[src/rtl/hazard_forward_ctrl.sv]
// Hazard/forwarding controller beside the ID stage: EX/MEM/WB destination scoreboard,
// load-use stall FSM, jump flush and memory freeze. Perf counters built with HAZARD_PERF_CNT_EN.
module hazard_forward_ctrl #(
  parameter int DELAY_SLOT = 1,
  parameter int CNT_W      = 16
) (
  input  logic             clk,
  input  logic             reset,
  input  logic [4:0]       id_ra,
  input  logic [4:0]       id_rb,
  input  logic             id_use_ra,
  input  logic             id_use_rb,
  input  logic [4:0]       id_rd,
  input  logic             id_rf_le,
  input  logic             id_load,
  input  logic             ex_jump,
  input  logic             mem_busy,
  output logic [1:0]       fw_a_sel,
  output logic [1:0]       fw_b_sel,
  output logic             nop_sel,
  output logic             jump_sel,
  output logic             pc_le,
  output logic             ifid_le,
  output logic             ifid_clr,
  output logic             pipe_le,
  output logic [CNT_W-1:0] stall_cnt,
  output logic [CNT_W-1:0] flush_cnt
);

  typedef enum logic [1:0] {ST_RUN, ST_LDSTALL, ST_FREEZE} state_t;

  typedef struct packed {
    logic [4:0] rd;
    logic       rf_le;
    logic       load;
  } sb_entry_t;

  state_t     r_state;
  state_t     r_saved;
  state_t     w_eff_state;
  state_t     w_next_state;
  sb_entry_t  r_ex;
  sb_entry_t  r_mem;
  sb_entry_t  r_wb;
  logic       w_load_use;
  logic [1:0] w_fw_a;
  logic [1:0] w_fw_b;
  logic       w_nop;
  logic       w_jump;
  logic       w_pc_le;
  logic       w_ifid_le;
  logic       w_ifid_clr;
  logic       w_pipe_le;

  // Youngest in-flight writer wins; GR0 is hard-wired zero so it never forwards.
  function automatic logic [1:0] fwd_sel(
    input logic      use_src,
    input logic [4:0] src,
    input sb_entry_t ex,
    input sb_entry_t mem,
    input sb_entry_t wb
  );
    logic [1:0] sel;
    sel = 2'b00;
    if (use_src && (src != 5'd0)) begin
      if (ex.rf_le && (ex.rd == src))        sel = 2'b01;
      else if (mem.rf_le && (mem.rd == src)) sel = 2'b10;
      else if (wb.rf_le && (wb.rd == src))   sel = 2'b11;
    end
    return sel;
  endfunction

  assign w_fw_a = fwd_sel(id_use_ra, id_ra, r_ex, r_mem, r_wb);
  assign w_fw_b = fwd_sel(id_use_rb, id_rb, r_ex, r_mem, r_wb);

  assign w_load_use = r_ex.load && r_ex.rf_le && (r_ex.rd != 5'd0) &&
                      ((id_use_ra && (id_ra == r_ex.rd)) ||
                       (id_use_rb && (id_rb == r_ex.rd)));

  // While frozen, decisions are made as if still in the pre-freeze state.
  assign w_eff_state = (r_state == ST_FREEZE) ? r_saved : r_state;

  always_comb begin
    // NOTE: every output gets a default first so no path leaves it unassigned (no latches).
    w_nop        = 1'b0;
    w_jump       = 1'b0;
    w_pc_le      = 1'b1;
    w_ifid_le    = 1'b1;
    w_ifid_clr   = 1'b0;
    w_pipe_le    = 1'b1;
    w_next_state = ST_RUN;
    if (reset) begin
      w_next_state = ST_RUN;
    end else if (mem_busy) begin
      w_pc_le      = 1'b0;
      w_ifid_le    = 1'b0;
      w_pipe_le    = 1'b0;
      w_next_state = ST_FREEZE;
    end else if (ex_jump) begin
      w_jump       = 1'b1;
      w_ifid_clr   = 1'b1;
      w_nop        = (DELAY_SLOT == 0) ? 1'b1 : 1'b0;
      w_next_state = ST_RUN;
    end else if ((w_eff_state == ST_RUN) && w_load_use) begin
      w_nop        = 1'b1;
      w_pc_le      = 1'b0;
      w_ifid_le    = 1'b0;
      w_next_state = ST_LDSTALL;
    end
  end

  always_ff @(posedge clk) begin
    // NOTE: sequential state uses non-blocking assignments so all registers update together.
    if (reset) begin
      r_state <= ST_RUN;
      r_saved <= ST_RUN;
    end else begin
      r_state <= w_next_state;
      if (mem_busy && (r_state != ST_FREEZE)) r_saved <= r_state;
    end
  end

  always_ff @(posedge clk) begin
    if (reset) begin
      r_ex  <= '0;
      r_mem <= '0;
      r_wb  <= '0;
    end else if (w_pipe_le) begin
      r_ex.rd    <= id_rd;
      r_ex.rf_le <= id_rf_le && !w_nop;
      r_ex.load  <= id_load && !w_nop;
      r_mem      <= r_ex;
      r_wb       <= r_mem;
    end
  end

  assign fw_a_sel = reset ? 2'b00 : w_fw_a;
  assign fw_b_sel = reset ? 2'b00 : w_fw_b;
  assign nop_sel  = w_nop;
  assign jump_sel = w_jump;
  assign pc_le    = w_pc_le;
  assign ifid_le  = w_ifid_le;
  assign ifid_clr = w_ifid_clr;
  assign pipe_le  = w_pipe_le;

`ifdef HAZARD_PERF_CNT_EN
  logic             w_stall_evt;
  logic             w_flush_evt;
  logic [CNT_W-1:0] r_stall_cnt;
  logic [CNT_W-1:0] r_flush_cnt;

  assign w_stall_evt = (w_next_state == ST_LDSTALL);
  assign w_flush_evt = ex_jump && !mem_busy && !reset;

  always_ff @(posedge clk) begin
    if (reset) begin
      r_stall_cnt <= '0;
      r_flush_cnt <= '0;
    end else begin
      if (w_stall_evt && (r_stall_cnt != '1)) r_stall_cnt <= r_stall_cnt + 1'b1;
      if (w_flush_evt && (r_flush_cnt != '1)) r_flush_cnt <= r_flush_cnt + 1'b1;
    end
  end

  assign stall_cnt = r_stall_cnt;
  assign flush_cnt = r_flush_cnt;
`else
  assign stall_cnt = '0;
  assign flush_cnt = '0;
`endif

endmodule
[config.mk]
export PLATFORM = sky130hd
export DESIGN_NAME = hazard_forward_ctrl
export DESIGN_NICKNAME = d
export VERILOG_FILES = /design/src/rtl/hazard_forward_ctrl.sv
export SDC_FILE = /design/constraint.sdc
export NUM_CORES = 1
export LEC_CHECK = 0
export ABC_AREA = 1
export CORE_UTILIZATION = 30
export DETAILED_ROUTE_END_ITERATION = 7
export GPL_ROUTABILITY_DRIVEN = 0
export PLACE_DENSITY = 0.67
export SLEW_MARGIN = 5
export SYNTH_ARGS = -nofsm -noshare
export SYNTH_HDL_FRONTEND = slang
export SYNTH_SLANG_ARGS = --single-unit
[constraint.sdc]
create_clock -name clk -period 1.5 [get_ports clk]
set_input_delay 0.15 -clock clk [delete_from_list [all_inputs] [get_ports clk]]
set_output_delay 0.15 -clock clk [all_outputs]
set_load 0.02 [all_outputs]
==> results_tabular.tex, run 1 <==
\begin{tabular}{lr}
\hline
Metric & Value \\
\hline
\multicolumn{2}{l}{\textbf{Status}} \\
\quad Outcome & complete, but fails checks \\
\quad Violations in the final reports & setup timing \\
\multicolumn{2}{l}{\textbf{Final layout}} \\
\quad \# diodes & 0 \\
\quad Proportion of layout cells with a drive suffix above 1 & around a third \\
\quad Fill cells & about 500 \\
\quad Final nets & approximately 330 \\
\quad Layout Utilization & 46.1\% \\
\quad Most frequent cells in the layout & nand2\_1 (42), buf\_4 (42), conb\_1 (32), inv\_1 (16), dfxtp\_1 (15) \\
\quad Synthesis-to-finish area growth & 42.9\% \\
\multicolumn{2}{l}{\textbf{Job}} \\
\quad Maximum Capacitance Violations & 0 \\
\multicolumn{2}{l}{\textbf{Setup path}} \\
\quad Kind of launch point of the worst setup path & flop \\
\quad Beginning of the worst register-to-register path & r\_ex[2] \\
\quad Maximum cell stage delay along the critical path & 0.34 ns \\
\quad Largest delay contributor family on the critical path & simple AND/OR/NAND/NOR gates \\
\quad Classification of the worst setup path & reg -> out \\
\quad Critical path origin & r\_ex[2] \\
\quad Data arrival time of the worst path & 1.52 ns \\
\quad Cell breakdown of the critical path & buf\_6 -> xor2\_1 -> nor2\_1 -> nand4\_1 -> nand2\_2 -> nand3\_2 -> inv\_2 -> buf\_6 \\
\quad Worst Reg2Reg Path Length in Cells & 9 \\
\quad Element type at the critical path end & primary output \\
\quad Total number of cells along the worst setup path & 8 \\
\quad Maximum fanout encountered on the critical timing path & 3 \\
\quad Library cell appearing most often on the critical path & buf\_6 \\
\quad Number of buffers and inverters on the critical path & 3 \\
\quad CP max-delay cell & dfxtp\_2 \\
\quad Data required, critical path & 1.35 ns \\
\multicolumn{2}{l}{\textbf{Logic synthesis}} \\
\quad Average footprint of a synthesized cell & roughly 6.8 um2 \\
\quad Post-Synthesis Cells & 233 \\
\quad Sequential share of the synthesized area & approximately 29\% \\
\quad Warning count from the yosys run & 0 \\
\quad Post-synth cell types & 23 \\
\quad Synthesized flop and latch total & 23 \\
\quad Netlist area before placement & between 0.0015 and 0.002 mm2 \\
\multicolumn{2}{l}{\textbf{Global route}} \\
\quad Maximum number of pins on one net before global-route repair & 17 \\
\quad Number of antenna violations at the first check in global routing & 0 \\
\quad Total routing resource utilization after global routing & between 15 and 20\% \\
\quad First-pass GRT wire length & a little under 7 mm \\
\quad Via count of the first global-routing pass & about 1500 \\
\quad GRT overflow & 0 \\
\multicolumn{2}{l}{\textbf{Clock network}} \\
\quad Cell at the root of the clock tree & clkbuf\_8 \\
\quad Largest buffer count on any clock path & 2 \\
\quad Number of H-tree levels & 1 \\
\quad Clock tree from TritonCTS & built \\
\quad CTS clk-pin slew, worst paths & 0.09 ns \\
\quad Number of CTS-inserted buffers & 3 \\
\quad Clock network latency to the later pin of the worst-skew pair & 0.27 ns \\
\quad Post-CTS Hold Fix Bufs & 0 \\
\quad Sink count of the clock tree & 23 \\
\multicolumn{2}{l}{\textbf{Route}} \\
\quad Number of iterations in the first detailed-routing pass & 4 \\
\quad Post-DR vias/cell & 4.55 \\
\quad Via Count & $\sim$1700 \\
\quad Final antenna-violating net count & 0 \\
\quad Final Routed Wirelength & 4.50 mm \\
\quad DR iter-0 viols & roughly 150 \\
\quad Post-detailed-route DRC marker count & 0 \\
\quad WL per Instance & 12.2 um \\
\multicolumn{2}{l}{\textbf{Power}} \\
\quad Max IR drop VDD & between 0.0003 and 0.0004 V \\
\quad Areal power density over the cells & between 600 and 700 mW/mm2 \\
\quad Static power due to leakage & 1.02 nW \\
\multicolumn{2}{l}{\textbf{Timing}} \\
\quad Skew final & roughly 0.0047 ns \\
\quad Minimum period implied by the final worst setup slack & 1.67 ns \\
\quad Upper clock frequency limit & roughly 600 MHz \\
\quad Ratio of final minimum period to clock period & 111\% \\
\quad Number of setup violations in the final report & 7 \\
\quad Final Hold Fails & 0 \\
\quad Final Max Tran Viols & 0 \\
\quad Final WS setup & -0.172 ns \\
\quad Setup repair after global routing missed its margin & yes \\
\multicolumn{2}{l}{\textbf{Worst hold path}} \\
\quad Min-Delay Path Class & in -> reg \\
\quad Launch instance of the worst min-delay path & id\_rd[4] \\
\quad Hold Path Cell Cnt & 3 \\
\multicolumn{2}{l}{\textbf{Die}} \\
\quad Die height & 74.4 um \\
\quad Die outline width & between 70 and 80 um \\
\quad Floorplan die area & about 0.0055 mm2 \\
\quad Initial Util & about a third \\
\quad Number of top-level pins & between 60 and 70 \\
\quad Placeable core region & between 0.004 and 0.005 mm2 \\
\quad Std-Cell Rows & 25 \\
\multicolumn{2}{l}{\textbf{Placed design}} \\
\quad Post-DP HPWL & 3.44 mm \\
\quad Post-Place Setup Slack & -0.662 ns \\
\quad Number of buffers added on ports & 32 \\
\hline
\end{tabular}
-- kinds of logic after synthesis --
| logic type | Yosys count | share of synthesized area [%] |
|---|---|---|
| AO/OA/AOI/OAI | 43 | 15.4 |
| flip-flops | 23 | 29.3 |
| XOR/XNOR | 9 | 5.01 |
| buffers and inverters | 69 | 25.1 |
| AND/OR/NAND/NOR | 88 | 25.1 |
| other | 1 | 0.238 |
-- Yosys cell counts --
cell | number | share of area, %
nand2_1 | 48 | 11
buf_4 | 35 | 17
inv_1 | 26 | 6.2
dfxtp_1 | 23 | 29
o21ai_0 | 14 | 4.5
o22ai_1 | 13 | 5.2
a21oi_1 | 12 | 3.8
nand3_1 | 11 | 3.5
nor2_1 | 11 | 2.6
nand4_1 | 9 | 3.6
xnor2_1 | 6 | 3.3
inv_2 | 5 | 1.2
buf_2 | 3 | 0.95
nor2_2 | 3 | 1.2
nor3_1 | 3 | 0.95
xor2_1 | 3 | 1.7
o2111ai_1 | 2 | 1.1
conb_1 | 1 | 0.24
nand2_2 | 1 | 0.40
nand3_2 | 1 | 0.64
nor2_4 | 1 | 0.72
o211ai_1 | 1 | 0.48
o21ai_1 | 1 | 0.32
-- power breakdown --
group          switching (mW)  internal, mW
combinational           0.250         0.175
sequential             0.0203         0.633
clock                   0.220         0.186
total                   0.490         0.994
-- timing repair --
action / in CTS / in global routing
gates resized for setup: 81 / 20
setup endpoints to repair: 10 / 10
cloned: 0 / 0
pin swaps: 10 / 9
setup buffers: 0 / 2
-- sequential cells by signal, indices dropped and copies added, names as in the netlist --
name and flops:
r_saved 2, r_wb 6, r_state 2, r_mem 6, r_ex 7
-- worst register-to-register path, delay by kind of cell, from the launching register on --
kind	cells	cell delay, ns
xor+xnor	1	0.15
buf+inv	3	0.30
flops	1	0.34
simple gates	5	0.54
-- metrics by stage --
stage | cell area (um2) | instances | TNS, ns | power, mW | hold WS [ns]
after floorplan | 1690 | 264 | 0 | 0.936 | 0.219
after global placement | 2110 | 364 | -5.26 | 1.06 | 0.457
after detailed placement | 2110 | 364 | -5.63 | 1.06 | 0.472
after CTS | 2200 | 368 | -0.751 | 1.46 | 0.465
after global routing | 2250 | 370 | -1.37 | 1.55 | 0.458
final | 2250 | 370 | -0.827 | 1.48 | 0.463
-- final cells by class --
| class | count | area (um2) | area share, % |
|---|---|---|---|
| Clock buffer | 3 | 41.3 | 1.84 |
| Clock inverter | 1 | 5.00 | 0.223 |
| Inverter | 31 | 121 | 5.40 |
| Multi-Input combinational cell | 172 | 920 | 40.9 |
| Sequential cell | 23 | 470 | 20.9 |
| Tap cell | 67 | 83.8 | 3.73 |
| Timing Repair Buffer | 73 | 606 | 26.9 |
-- path summary, 6_finish.rpt --
kind | end | slack [ns]
hold / removal | r_ex[6] | 0.46
setup / recovery | nop_sel | -0.17
setup reg to reg | r_ex[0] | 0.09
hold reg to reg | r_saved[0] | 0.48
-- metal layers --
layer  GRT usage [%]  vias to the layer above  part of all wire (%)
met5               0                        -                     0
met4            4.61                        0                   1.3
met3            2.30                        6                   6.2
met2            26.9                       67                    49
met1            21.7                      772                    43
li1                -                      839                     -
Note: power is estimated with default switching activity, not from simulation.
==> run 2, diff against run 1 <==
ABC_CLOCK_PERIOD_IN_PS = 1500   (was not set)
CAP_MARGIN = 20   (was not set)
==> results of run 2 <==
Same layout as run 1: the final DEF is identical, and so are final timing and power.
